[config.mk]
export PLATFORM = sky130hd
export DESIGN_NAME = reg_bank_flat
export DESIGN_NICKNAME = d
export VERILOG_FILES = /design/src/rtl/regbank_pkg.sv /design/src/rtl/reg_bank_if.sv /design/src/rtl/regbank_cell.sv /design/src/rtl/reg_bank.sv /design/src/flat_wrapper.sv
export SDC_FILE = /design/constraint.sdc
export NUM_CORES = 1
export LEC_CHECK = 0
export ABC_AREA = 0
export CAP_MARGIN = 20
export CORE_ASPECT_RATIO = 1.4
export CORE_MARGIN = 2
export CORE_UTILIZATION = 40
export CTS_BUF_LIST = sky130_fd_sc_hd__clkbuf_4
export DETAILED_ROUTE_END_ITERATION = 8
export GPL_TIMING_DRIVEN = 0
export HOLD_SLACK_MARGIN = 0.05
export PLACE_DENSITY = 0.71
export SETUP_SLACK_MARGIN = 0.5
export SKIP_CTS_REPAIR_TIMING = 1
export SYNTH_ARGS = -nofsm -noshare
export SYNTH_HDL_FRONTEND = slang
export SYNTH_SLANG_ARGS = --single-unit
[constraint.sdc]
create_clock -name clock -period 8.6 [get_ports clock]
set_input_delay 1.72 -clock clock [delete_from_list [all_inputs] [get_ports clock]]
set_output_delay 1.72 -clock clock [all_outputs]
set_load 0.05 [all_outputs]
[src/rtl/regbank_pkg.sv]
// Shared constants and parameter checks for the reg_bank register section.
package regbank_pkg;

    // Default C-bus / B-bus codes of register 0 in the processor register map
    localparam int DEF_CBASE = 6;
    localparam int DEF_BBASE = 4;
    localparam int MAX_REGS  = 16;

    // True when codes base..base+n-1 all fit in a w-bit select field
    function automatic bit code_range_ok(input int base, input int n, input int w);
        return (base >= 0) && (n >= 1) && (n <= MAX_REGS) && (base + n <= (1 << w));
    endfunction

endpackage

[src/rtl/reg_bank_if.sv]
// C-bus / B-bus / increment signal bundle for reg_bank.
interface reg_bank_if #(
    parameter int WIDTH    = 32,
    parameter int NUM_REGS = 4,
    parameter int CSEL_W   = 4,
    parameter int BSEL_W   = 3
);
    logic [WIDTH-1:0]    cbus_out;
    logic [CSEL_W-1:0]   cbus_en;
    logic [BSEL_W-1:0]   bbus_en;
    logic [NUM_REGS-1:0] inc_en;
    logic [WIDTH-1:0]    bbus_in;
    logic                bbus_hit;
    logic [NUM_REGS-1:0] wrap;

    modport master (
        output cbus_out, cbus_en, bbus_en, inc_en,
        input  bbus_in, bbus_hit, wrap
    );

    modport slave (
        input  cbus_out, cbus_en, bbus_en, inc_en,
        output bbus_in, bbus_hit, wrap
    );
endinterface

[src/rtl/regbank_cell.sv]
// One datapath register with C-bus load, increment strobe and sticky wrap flag.
// State changes on the falling clock edge so the C-bus result can settle first.
module regbank_cell #(
    parameter int              WIDTH    = 32,
    parameter logic [WIDTH-1:0] INC_STEP = 1
) (
    input  logic             clock,
    input  logic             reset,
    input  logic             wr,
    input  logic             inc,
    input  logic [WIDTH-1:0] din,
    output logic [WIDTH-1:0] q,
    output logic             wrap
);
    logic [WIDTH:0] sum;

    assign sum = {1'b0, q} + {1'b0, INC_STEP};

    // A write beats a same-cycle increment and also clears the wrap flag
    always_ff @(negedge clock or posedge reset) begin
        if (reset) begin
            q    <= '0;
            wrap <= 1'b0;
        end else if (wr) begin
            q    <= din;
            wrap <= 1'b0;
        end else if (inc) begin
            q <= sum[WIDTH-1:0];
            if (sum[WIDTH]) wrap <= 1'b1;
        end
    end
endmodule

[src/rtl/reg_bank.sv]
// Bank of NUM_REGS datapath registers with C-bus write decode and B-bus read mux.
// Define REGBANK_BBUS_REG_EN to register the B-bus outputs on the rising edge.
module reg_bank
    import regbank_pkg::*;
#(
    parameter int               WIDTH    = 32,
    parameter int               NUM_REGS = 4,
    parameter int               CSEL_W   = 4,
    parameter int               BSEL_W   = 3,
    parameter int               CBASE    = DEF_CBASE,
    parameter int               BBASE    = DEF_BBASE,
    parameter logic [WIDTH-1:0] INC_STEP = 1
) (
    input  logic      clock,
    input  logic      reset,
    reg_bank_if.slave bus
);
    logic [NUM_REGS-1:0][WIDTH-1:0] q;
    logic [NUM_REGS-1:0]            wr;
    logic [NUM_REGS-1:0]            wrap_q;
    logic [WIDTH-1:0]               rd_data;
    logic                           rd_hit;

    if (!code_range_ok(CBASE, NUM_REGS, CSEL_W)) begin : g_bad_cbase
        $error("reg_bank: CBASE+NUM_REGS exceeds the cbus_en code space");
    end
    if (!code_range_ok(BBASE, NUM_REGS, BSEL_W)) begin : g_bad_bbase
        $error("reg_bank: BBASE+NUM_REGS exceeds the bbus_en code space");
    end

    for (genvar i = 0; i < NUM_REGS; i++) begin : g_cell
        assign wr[i] = (bus.cbus_en == CSEL_W'(CBASE + i));

        regbank_cell #(
            .WIDTH   (WIDTH),
            .INC_STEP(INC_STEP)
        ) u_cell (
            .clock(clock),
            .reset(reset),
            .wr   (wr[i]),
            .inc  (bus.inc_en[i]),
            .din  (bus.cbus_out),
            .q    (q[i]),
            .wrap (wrap_q[i])
        );
    end

    assign bus.wrap = wrap_q;

    // Unselected codes yield zero so the B-bus can be wired-OR with other sources
    always_comb begin
        rd_hit  = 1'b0;
        rd_data = '0;
        for (int i = 0; i < NUM_REGS; i++) begin
            if (!reset && bus.bbus_en == BSEL_W'(BBASE + i)) begin
                rd_hit  = 1'b1;
                rd_data = q[i];
            end
        end
    end

`ifdef REGBANK_BBUS_REG_EN
    always_ff @(posedge clock or posedge reset) begin
        if (reset) begin
            bus.bbus_in  <= '0;
            bus.bbus_hit <= 1'b0;
        end else begin
            bus.bbus_in  <= rd_data;
            bus.bbus_hit <= rd_hit;
        end
    end
`else
    assign bus.bbus_in  = rd_data;
    assign bus.bbus_hit = rd_hit;
`endif

endmodule

[src/flat_wrapper.sv]
// flat-port wrapper written by rule: the top's interface ports become plain ports
module reg_bank_flat import regbank_pkg::*;
#(
    parameter int               WIDTH    = 32,
    parameter int               NUM_REGS = 4,
    parameter int               CSEL_W   = 4,
    parameter int               BSEL_W   = 3,
    parameter int               CBASE    = DEF_CBASE,
    parameter int               BBASE    = DEF_BBASE,
    parameter logic [WIDTH-1:0] INC_STEP = 1
)
  (clock, reset, bus_cbus_out, bus_cbus_en, bus_bbus_en, bus_inc_en, bus_bbus_in, bus_bbus_hit, bus_wrap);
  reg_bank_if #(.WIDTH(WIDTH), .NUM_REGS(NUM_REGS), .CSEL_W(CSEL_W), .BSEL_W(BSEL_W)) bus_i ();
  input  logic clock;
  input  logic reset;
  input wire logic [$bits(bus_i.cbus_out)-1:0] bus_cbus_out;
  input wire logic [$bits(bus_i.cbus_en)-1:0] bus_cbus_en;
  input wire logic [$bits(bus_i.bbus_en)-1:0] bus_bbus_en;
  input wire logic [$bits(bus_i.inc_en)-1:0] bus_inc_en;
  output wire logic [$bits(bus_i.bbus_in)-1:0] bus_bbus_in;
  output wire logic [$bits(bus_i.bbus_hit)-1:0] bus_bbus_hit;
  output wire logic [$bits(bus_i.wrap)-1:0] bus_wrap;
  assign bus_i.cbus_out = bus_cbus_out;
  assign bus_i.cbus_en = bus_cbus_en;
  assign bus_i.bbus_en = bus_bbus_en;
  assign bus_i.inc_en = bus_inc_en;
  assign bus_bbus_in = bus_i.bbus_in;
  assign bus_bbus_hit = bus_i.bbus_hit;
  assign bus_wrap = bus_i.wrap;
  reg_bank #(.WIDTH(WIDTH), .NUM_REGS(NUM_REGS), .CSEL_W(CSEL_W), .BSEL_W(BSEL_W), .CBASE(CBASE), .BBASE(BBASE), .INC_STEP(INC_STEP)) u_core (.clock(clock), .reset(reset), .bus(bus_i));
endmodule
==> reports/results.tsv <==
stage	metric	value	unit
floorplan	die span in x	125	um
flow_run	max-capacitance violation count	0	
logic_synthesis	yosys warns	0	
global_routing	first-pass GRT wire length	41900	um
power	Comb power frac	0.289	
final_layout	P&R area growth vs syn	18.3	%
power	clock group share of total power	0.214	
setup_path	CP arrival	6410	ps
setup_path	r2r worst-path depth	6	
power	LEAKAGE	4.12	nW
timing	Hold Vio Cnt, Final	0	
global_routing	initial antenna violation count	1	
logic_synthesis	area share of the largest cell type after synthesis	0.401	
logic_synthesis	Synth cell types	37	
timing	slew at the pin closest to its max-slew limit	1130	ps
timing	Worst Skew	15.3	ps
detailed_routing	routed vias/inst	5.91	
floorplan	Initial Utilization	0.405	
global_routing	largest net degree at the start of global routing	106	
power	Max rail drop VDD	130	uV
clock_network	CTS tree	done	
timing	RSZ-0062 raised after global routing	true	
detailed_routing	post-route DRC violation count	0	
worst_hold_path	hold depth	2	
final_layout	Nets	1052	
power	P_int	1.28	mW
power	P per Cell Area	215	nW/um2
logic_synthesis	register bit total from synthesis	132	
setup_path	reg-to-reg slack, setup	5850	ps
clock_network	clk_lat worst skew	510	ps
timing	TNS Setup	0	ps
logic_synthesis	EDFF count, synth	0	
logic_synthesis	top cells by area, synth	dfrtn_1 40%, mux4_2 8.8%, xor2_1 7.1%	
final_layout	layout cells sized above 1	0.0876	
detailed_routing	Vias	7528	
place	DP Wirelength	19900	um
final_layout	design area	9740	um2
logic_synthesis	sequential area share after synthesis	0.401	
detailed_routing	wire per inst	21.0	um
power	sw power	811	uW
global_routing	global route overflow	0	
setup_path	RR Startpoint	u_core.g_cell[3].u_cell.q[0]$_DFFE_NP0P_	
setup_path	Crit Path Max Fanout	8	
place	area post-placement	9360	um2
setup_path	Worst Setup Start Kind	flop	
logic_synthesis	mapped cell area	8230	um2
floorplan	Die H	174	um
clock_network	H-tree depth	4	
clock_network	clock buffer depth	2	
setup_path	Crit. End Element	primary output	
logic_synthesis	dominant cell type by area after synthesis	dfrtn_1	
place	GP Congestion	0.920	
floorplan	cell row count	62	
logic_synthesis	Main synth FF type	dfrtn_1	
outcome	status	completed	
floorplan	Core Region	20300	um2
clock_network	CTS root buf	clkbuf_4	
power	sequential share of power	0.496	
detailed_routing	Iter 0 DRT Violations	533	
floorplan	DIE AREA	21800	um2
global_routing	number of global-route vias before repair	7569	
clock_network	CTS buffer count	17	
detailed_routing	Final Routed Wirelength	26800	um
setup_path	Critical R2R Capture	u_core.g_cell[3].u_cell.q[10]$_DFFE_NP0P_	
detailed_routing	ANT nets after route	0	
power	sw frac	0.387	
setup_path	CP startpoint	u_core.g_cell[1].u_cell.q[6]$_DFFE_NP0P_	
timing	max-slew violations	0	
logic_synthesis	Syn Inst Count	906	
timing	relative slew slack	0.238	
clock_network	Worst-path clk slew	80	ps
detailed_routing	First-pass DRT Iterations	6	
setup_path	Setup crit end	bus_bbus_in[6]	
timing	final setup fails	0	
global_routing	GRT Total Usage	0.248	
logic_synthesis	Avg Inst Size Synth	9.09	um2
logic_synthesis	Async SR Flop Fraction	1.00	
setup_path	CP Class	reg2out	
place	Port Buf Inserts	76	
floorplan	num ports	82	
logic_synthesis	net count after synthesis	955	
clock_network	clock sinks	132	
final_layout	Fill cells	1982	
setup_path	Required @ worst endpoint	6880	ps
worst_hold_path	worst hold path class	reg2reg	
-- Yosys cell counts (2+ instances only) --
| library cell | instances |
|---|---|
| nand2_1 | 134 |
| dfrtn_1 | 132 |
| o21ai_0 | 84 |
| xor2_1 | 67 |
| nor2_1 | 66 |
| xnor2_1 | 56 |
| nand3_1 | 54 |
| and3_1 | 48 |
| nand4_1 | 44 |
| clkbuf_1 | 42 |
| a21oi_1 | 36 |
| mux4_2 | 32 |
| nor3_1 | 28 |
| nor4_1 | 13 |
| inv_1 | 12 |
| and4_1 | 8 |
| buf_2 | 6 |
| and2_1 | 5 |
| o21ai_1 | 5 |
| buf_4 | 4 |
| ha_1 | 4 |
| mux2i_1 | 4 |
| a31oi_1 | 3 |
| mux2_2 | 3 |
| nor3b_1 | 3 |
| nor4_4 | 2 |
-- final cells by class --
cell class / count / area, um2 / share of cell area
multi-input cells: 708 / 4660 / 0.479
flip-flops and latches: 132 / 3300 / 0.339
repair buffers: 78 / 866 / 0.0889
well taps: 256 / 320 / 0.0329
plain buffers: 54 / 243 / 0.0249
clock inverters: 15 / 165 / 0.0170
clock buffers: 17 / 128 / 0.0131
inverters: 12 / 45.0 / 0.00462
diodes: 2 / 5.00 / 0.000514
-- logic make-up (layout without fill, tap and decap cells) --
group | count (synthesis) | after routing | share of synthesized area
muxes | 39 | 39 | 0.0965
DFF | 132 | 132 | 0.401
xor gates and xnor gates | 123 | 123 | 0.131
other | 0 | 2 | 0
buffers and inverters | 66 | 176 | 0.0337
adders and majority gates | 4 | 4 | 0.00608
AOI/OAI and AO/OA | 130 | 130 | 0.0804
and+or+nand+nor | 412 | 412 | 0.251
-- flip-flops by register name (all words and copies together), names as in the netlist --
signal and cells:
u_core.g_cell.u_cell.q 128, u_core.g_cell.u_cell.wrap 4
-- worst min path at each step --
| stage | slack [ps] | from | end |
|---|---|---|---|
| final | 450 | u_core.g_cell[3].u_cell.wrap$_DFFE_NP0P_ | u_core.g_cell[3].u_cell.wrap$_DFFE_NP0P_ |
| after global routing | 500 | u_core.g_cell[0].u_cell.wrap$_DFFE_NP0P_ | u_core.g_cell[0].u_cell.wrap$_DFFE_NP0P_ |
| after CTS | 460 | u_core.g_cell[3].u_cell.wrap$_DFFE_NP0P_ | u_core.g_cell[3].u_cell.wrap$_DFFE_NP0P_ |
| after detailed placement | 460 | u_core.g_cell[3].u_cell.wrap$_DFFE_NP0P_ | u_core.g_cell[3].u_cell.wrap$_DFFE_NP0P_ |
| after global placement | 460 | u_core.g_cell[3].u_cell.wrap$_DFFE_NP0P_ | u_core.g_cell[3].u_cell.wrap$_DFFE_NP0P_ |
| after floorplan | 420 | u_core.g_cell[0].u_cell.wrap$_DFFE_NP0P_ | u_core.g_cell[0].u_cell.wrap$_DFFE_NP0P_ |
-- layout by cell type, fill, tap and decap left out, types with 44 or more instances in the layout --
master / synthesis / layout
nand3_1: 54 / 54
nor2_1: 66 / 66
xnor2_1: 56 / 56
nand2_1: 134 / 134
dfrtn_1: 132 / 132
clkdlybuf4s50_1: 0 / 44
o21ai_0: 84 / 84
xor2_1: 67 / 67
nand4_1: 44 / 44
and3_1: 48 / 48
-- metrics by stage --
| step | worst slack [ps] | power [mW] | util | hold WS, ps | std cells |
|---|---|---|---|---|---|
| after detailed placement | 7.41 | 1.64 | 0.461 | 464 | 1240 |
| after global placement | -25.9 | 1.62 | 0.459 | 462 | 1238 |
| final | 466 | 2.09 | 0.479 | 455 | 1274 |
| after global routing | 383 | 2.20 | 0.479 | 500 | 1273 |
| after floorplan | 1000 | 1.41 | - | 424 | 906 |
| after CTS | 78.4 | 2.09 | 0.475 | 463 | 1272 |
-- metal layers --
layer | part of all wire | global-route usage
met1 | 0.38 | 0.298
met5 | 0 | 0
met4 | 0.056 | 0.134
met3 | 0.064 | 0.0401
met2 | 0.50 | 0.425
-- power by group through the flow --
stage	logic, mW	clock network (mW)	registers, mW
after floorplan	0.453	0	0.959
after global placement	0.584	0	1.03
after detailed placement	0.603	0	1.04
after CTS	0.607	0.450	1.03
after global routing	0.665	0.478	1.06
final	0.606	0.449	1.04
-- worst max-delay path, stage by stage, from the launching register on --
cell and delay (ps):
dfrtn_1 390, clkbuf_1 330, mux4_2 310, and3_1 150
dlymetal6s2s_1 420
No activity file was read; power rests on OpenSTA's default activity.
